<file path="config.mk">
export PLATFORM = sky130hd
export DESIGN_NAME = booth_step_counter_flat
export DESIGN_NICKNAME = d
export VERILOG_FILES = /design/src/rtl/booth_pkg.sv /design/src/rtl/booth_step_counter_if.sv /design/src/rtl/booth_step_counter.sv /design/src/flat_wrapper.sv
export SDC_FILE = /design/constraint.sdc
export NUM_CORES = 1
export LEC_CHECK = 0
export BUFFER_PORTS_ARGS = -buffer_cell sky130_fd_sc_hd__buf_2
export CAP_MARGIN = 20
export CORE_AREA = 3 3 40 42
export DETAILED_ROUTE_END_ITERATION = 10
export DIE_AREA = 0 0 43 45
export PLACE_DENSITY = 0.66
export SYNTH_ARGS = -nofsm -noshare
export SYNTH_HDL_FRONTEND = slang
export SYNTH_SLANG_ARGS = --single-unit
</file>
<file path="constraint.sdc">
create_clock -name clk -period 1.58 [get_ports clk]
set_input_delay 0.237 -clock clk [delete_from_list [all_inputs] [get_ports clk]]
set_output_delay 0.237 -clock clk [all_outputs]
set_load 0.05 [all_outputs]
</file>
<file path="src/rtl/booth_pkg.sv">
// Shared types and defaults for the Booth multiplier step counter.
//   step_state_t             : IDLE / RUN state encoding
//   BOOTH_CNT_WIDTH_DEFAULT  : default counter width in bits
//   BOOTH_TC_DEFAULT         : terminal count loaded at reset (classic 4'hE compare)
package booth_pkg;

    typedef enum logic {IDLE, RUN} step_state_t;

    localparam int BOOTH_CNT_WIDTH_DEFAULT = 4;
    localparam int BOOTH_TC_DEFAULT        = 14;

endpackage

</file>
<file path="src/rtl/booth_step_counter_if.sv">
// Control/status bundle between the multiplier FSM and the step counter.
//   master : multiplier FSM side, drives start/abort/terminal_count
//   slave  : step counter side, drives count/busy/last_step/valid_out
interface booth_step_counter_if
    import booth_pkg::*;
#(
    parameter int WIDTH = BOOTH_CNT_WIDTH_DEFAULT
);
    logic             start;
    logic             abort;
    logic [WIDTH-1:0] terminal_count;
    logic [WIDTH-1:0] count;
    logic             busy;
    logic             last_step;
    logic             valid_out;

    modport master (
        output start, abort, terminal_count,
        input  count, busy, last_step, valid_out
    );

    modport slave (
        input  start, abort, terminal_count,
        output count, busy, last_step, valid_out
    );
endinterface

</file>
<file path="src/rtl/booth_step_counter.sv">
// Programmable iteration counter and terminal-count comparator for the
// Booth multiplier control path.
//   clk   : rising-edge clock
//   reset : asynchronous, active-low
//   bus   : booth_step_counter_if.slave
//           start/abort/terminal_count in; count, busy, last_step (comb),
//           valid_out (registered one-cycle pulse) out
// Optional feature: BOOTH_STEP_CNT_AUTORELOAD_EN -- a start seen on the
// terminal edge reloads tc_q and keeps RUN, giving back-to-back operations.
module booth_step_counter
    import booth_pkg::*;
#(
    parameter int WIDTH      = BOOTH_CNT_WIDTH_DEFAULT,
    parameter int DEFAULT_TC = BOOTH_TC_DEFAULT
) (
    input  logic                clk,
    input  logic                reset,
    booth_step_counter_if.slave bus
);

    step_state_t      state_q;
    logic [WIDTH-1:0] count_q;
    logic [WIDTH-1:0] tc_q;
    logic             valid_q;
    logic             term_hit;

    // Compare happens before increment, so count_q never reaches past tc_q
    // and cannot wrap even when tc_q is all ones.
    assign term_hit = (count_q == tc_q);

    always_ff @(posedge clk or negedge reset) begin
        if (!reset) begin
            state_q <= IDLE;
            count_q <= '0;
            tc_q    <= WIDTH'(DEFAULT_TC);
            valid_q <= 1'b0;
        end else begin
            valid_q <= 1'b0;
            case (state_q)
                IDLE: begin
                    if (bus.start && !bus.abort) begin
                        state_q <= RUN;
                        count_q <= '0;
                        tc_q    <= bus.terminal_count;
                    end
                end
                RUN: begin
                    // abort takes priority over a coincident terminal match
                    if (bus.abort) begin
                        state_q <= IDLE;
                        count_q <= '0;
                    end else if (term_hit) begin
                        count_q <= '0;
                        valid_q <= 1'b1;
`ifdef BOOTH_STEP_CNT_AUTORELOAD_EN
                        if (bus.start) begin
                            tc_q <= bus.terminal_count;
                        end else begin
                            state_q <= IDLE;
                        end
`else
                        state_q <= IDLE;
`endif
                    end else begin
                        count_q <= count_q + WIDTH'(1);
                    end
                end
                default: begin
                    state_q <= IDLE;
                    count_q <= '0;
                end
            endcase
        end
    end

    assign bus.count     = count_q;
    assign bus.busy      = (state_q == RUN);
    assign bus.last_step = (state_q == RUN) && term_hit;
    assign bus.valid_out = valid_q;

endmodule

</file>
<file path="src/flat_wrapper.sv">
// flat-port wrapper written by rule: the top's interface ports become plain ports
module booth_step_counter_flat import booth_pkg::*;
#(
    parameter int WIDTH      = BOOTH_CNT_WIDTH_DEFAULT,
    parameter int DEFAULT_TC = BOOTH_TC_DEFAULT
)
  (clk, reset, bus_start, bus_abort, bus_terminal_count, bus_count, bus_busy, bus_last_step, bus_valid_out);
  booth_step_counter_if #(.WIDTH(WIDTH)) bus_i ();
  input  logic clk;
  input  logic reset;
  input wire logic [$bits(bus_i.start)-1:0] bus_start;
  input wire logic [$bits(bus_i.abort)-1:0] bus_abort;
  input wire logic [$bits(bus_i.terminal_count)-1:0] bus_terminal_count;
  output wire logic [$bits(bus_i.count)-1:0] bus_count;
  output wire logic [$bits(bus_i.busy)-1:0] bus_busy;
  output wire logic [$bits(bus_i.last_step)-1:0] bus_last_step;
  output wire logic [$bits(bus_i.valid_out)-1:0] bus_valid_out;
  assign bus_i.start = bus_start;
  assign bus_i.abort = bus_abort;
  assign bus_i.terminal_count = bus_terminal_count;
  assign bus_count = bus_i.count;
  assign bus_busy = bus_i.busy;
  assign bus_last_step = bus_i.last_step;
  assign bus_valid_out = bus_i.valid_out;
  booth_step_counter #(.WIDTH(WIDTH), .DEFAULT_TC(DEFAULT_TC)) u_core (.clk(clk), .reset(reset), .bus(bus_i));
endmodule
</file>
==> flow_metrics.py <==
metrics = {
    "status": {
        "outcome": "finished with violations",
        "violations": "negative setup slack",
    },
    "pwr": {
        "ir_worst_vdd_v": 0.000746,
        "power_w": 0.000848,
        "power.density_nw_per_um2": 1320,
        "p_leak_nw": 0.323,
    },
    "logic_synthesis": {
        "yosys.area_share.simple_pct": 11.3,
        "synth_area_um2": 474,
        "synth_warnings": 0,
        "synth-compound-area-share_pct": 10.6,
        "synth_cells": 41,
        "async_flop_share_pct": 100,
        "ys_types": 22,
        "synth.area.top_cells": "dfrtp_1 37%, dfstp_2 17%, mux2_2 9.5%, xnor2_1 7.4%, ha_1 2.6%",
        "synth_xor_area_share_pct": 9.23,
        "synth_top_family_by_area": "simple AND/OR/NAND/NOR gates",
        "yosysTopAreaCellShare_pct": 36.9,
        "ys_seq_area_share_pct": 53.6,
        "synth_area_leader_cell": "dfrtp_1",
        "synth_nets": 50,
        "yosys.area_share.adder_pct": 2.64,
        "synth.avg_cell_area_um2": 11.6,
        "muxShareOfSynthArea_pct": 9.50,
        "synth_edf_count": 0,
        "synth_ff_type": "dfrtp_1",
        "synth_seq_cells": 10,
    },
    "worst_setup_path": {
        "path_delay_family": "flip-flops",
        "cp.required_ns": 1.34,
        "worstSetupPathType": "register to output port",
        "max_stage_delay_ns": 0.56,
        "slowest_stage": "dfstp_2",
        "rrSetupSlack_ns": 0.20,
        "worstSetupEndpointType": "output port",
        "cp.arrival_ns": 1.43,
        "crit_buf_inv": 1,
        "cp_max_fo": 2,
        "cp_cell_sequence": "xnor2_2, nand4_1, nor2_4, buf_6",
        "startpoint_type": "register",
    },
    "placed_design": {
        "gp_congestion": 0.742,
        "io_buffers": 14,
        "hpwl_um": 662,
    },
    "global_route": {
        "grt_pass1_wl_um": 1550,
        "grt_usage_pct": 11.6,
        "grt_pass1_vias": 342,
        "grt-ovfl-total": 0,
        "grt_max_degree": 11,
        "antenna_found_initial": 0,
    },
    "layout": {
        "final_nets": 69,
        "post-route-util_pct": 50.0,
        "layout_common_cells": "13 x buf_2, 6 x dfrtp_1, 4 x mux2_2",
        "syn_to_final_growth_pct": 35.6,
        "final_common_cell": "buf_2",
        "antenna_cells": 0,
        "drive_gt1_share_pct": 50.8,
    },
    "clock_tree": {
        "cts_buffers": 3,
        "root_buffer": "clkbuf_4",
        "htreeDepth": 1,
        "path_clk_slew_ns": 0.07,
        "clkSinkCount": 10,
        "post-cts-setup-buffers": 0,
        "cts_tree": "done",
        "clock_latency_ns": 0.27,
        "cts_buffer_depth": 2,
    },
    "sta": {
        "worst_slew_pin_slew_ns": 0.288,
        "finalHoldViolations": 0,
        "skew_ns": 0.00949,
        "slew_headroom_pct": 80.8,
        "final_max_slew_viol_count": 0,
        "fin_ws_ns": -0.0886,
        "rsz0062_at_grt": "yes",
        "fin_crit_sh_pct": 106,
        "setup_viol": 1,
        "max_freq_mhz": 599,
        "min_period_ns": 1.67,
    },
    "floorplanning": {
        "boundaryPins": 15,
        "die_area_um2": 1940,
        "die_x_um": 43,
        "initial_utilization_pct": 36.9,
        "core_area_um2": 1280,
        "rows": 13,
        "die_h_um": 45,
    },
    "drt": {
        "wire_per_inst_um": 12.7,
        "route.detailed.drc": 0,
        "final_antenna_net_count": 0,
        "drtPass1Iterations": 2,
        "viasPerCell": 4.82,
        "dr.first_iter.drc_count": 3,
        "vias": 357,
        "routed_wl_um": 943,
    },
    "flow_run": {
        "maxCapViolCount": 0,
    },
    "worst_hold_path": {
        "hold_path_class": "input pin to register",
    },
}
[worst paths after layout]
kind,from,endpoint,depth (start not counted)
max,u_core.tc_q[3],bus_last_step,4
min,bus_terminal_count[0],u_core.tc_q[0],2
max reg2reg,u_core.tc_q[2],u_core.bus.count[1],3
min reg2reg,u_core.tc_q[0],u_core.tc_q[0],1
max in group asynchronous,reset,u_core.tc_q[2],2
min in group asynchronous,reset,u_core.bus.count[0],2
[layer usage]
| layer | up-vias | wire [um] | GRT usage (%) |
|---|---|---|---|
| li1 | 176 | - | - |
| met1 | 169 | 374 | 13.2 |
| met2 | 12 | 489 | 19.2 |
| met3 | 0 | 79 | 5.98 |
| met4 | 0 | 0 | 3.61 |
| met5 | - | 0 | 0 |
[where the power goes]
group / internal [W] / switching (W) / total (W)
logic: 0.000110 / 0.000146 / 0.000256
registers: 0.000315 / 0.0000497 / 0.000365
clock network: 0.000140 / 0.0000870 / 0.000227
[flip-flops by register name, summed over array words and instances, names as in the netlist]
signal and flops:
u_core.bus.count 4, u_core.bus.busy 1, u_core.bus.valid_out 1, u_core.tc_q 4
[cell usage after synthesis (2+ instances only)]
library cell and number:
dfrtp_1 7, mux2_2 4, xnor2_1 4, inv_1 3, dfstp_2 3, nor2_1 2, o21ai_0 2, nand2_1 2
[final cells by class]
| class | count | area [um^2] |
|---|---|---|
| fillers | 125 | 642 |
| inverters | 3 | 11.3 |
| repair buffers | 15 | 86.3 |
| well taps | 15 | 18.8 |
| clock buffers | 4 | 36.3 |
| flip-flops and latches | 10 | 255 |
| multi-input cells | 27 | 235 |
[cell families (layout without fill, tap and decap cells)]
logic type	after synthesis	in the layout
flip-flops	10	10
AND/OR/NAND/NOR	10	10
AO/OA/AOI/OAI	7	7
XOR/XNOR	5	5
multiplexers	4	4
buffers and inverters	4	22
adder cells (fa/ha/maj)	1	1
[stage by stage]
step / area [um^2] / cells / worst slack [ns] / TNS (ns) / hold slack, ns
floorplan: 483 / 41 / 0.00154 / 0 / -0.0586
global placement: 568 / 69 / 0.128 / 0 / 0.110
detailed placement: 568 / 69 / 0.120 / 0 / 0.107
CTS: 643 / 74 / -0.0745 / -0.0745 / 0.194
global route: 643 / 74 / -0.174 / -0.174 / 0.193
finish: 643 / 74 / -0.0886 / -0.0886 / 0.195
[repair_timing]
| action | CTS | global route |
|---|---|---|
| endpoints found under the hold margin | 7 | 0 |
| endpoints found under the setup margin | 1 | 1 |
| hold buffers | 1 | 0 |
| resized for setup | 5 | 0 |
| pin swaps | 4 | 2 |
Note: power is estimated with default switching activity, not from simulation.
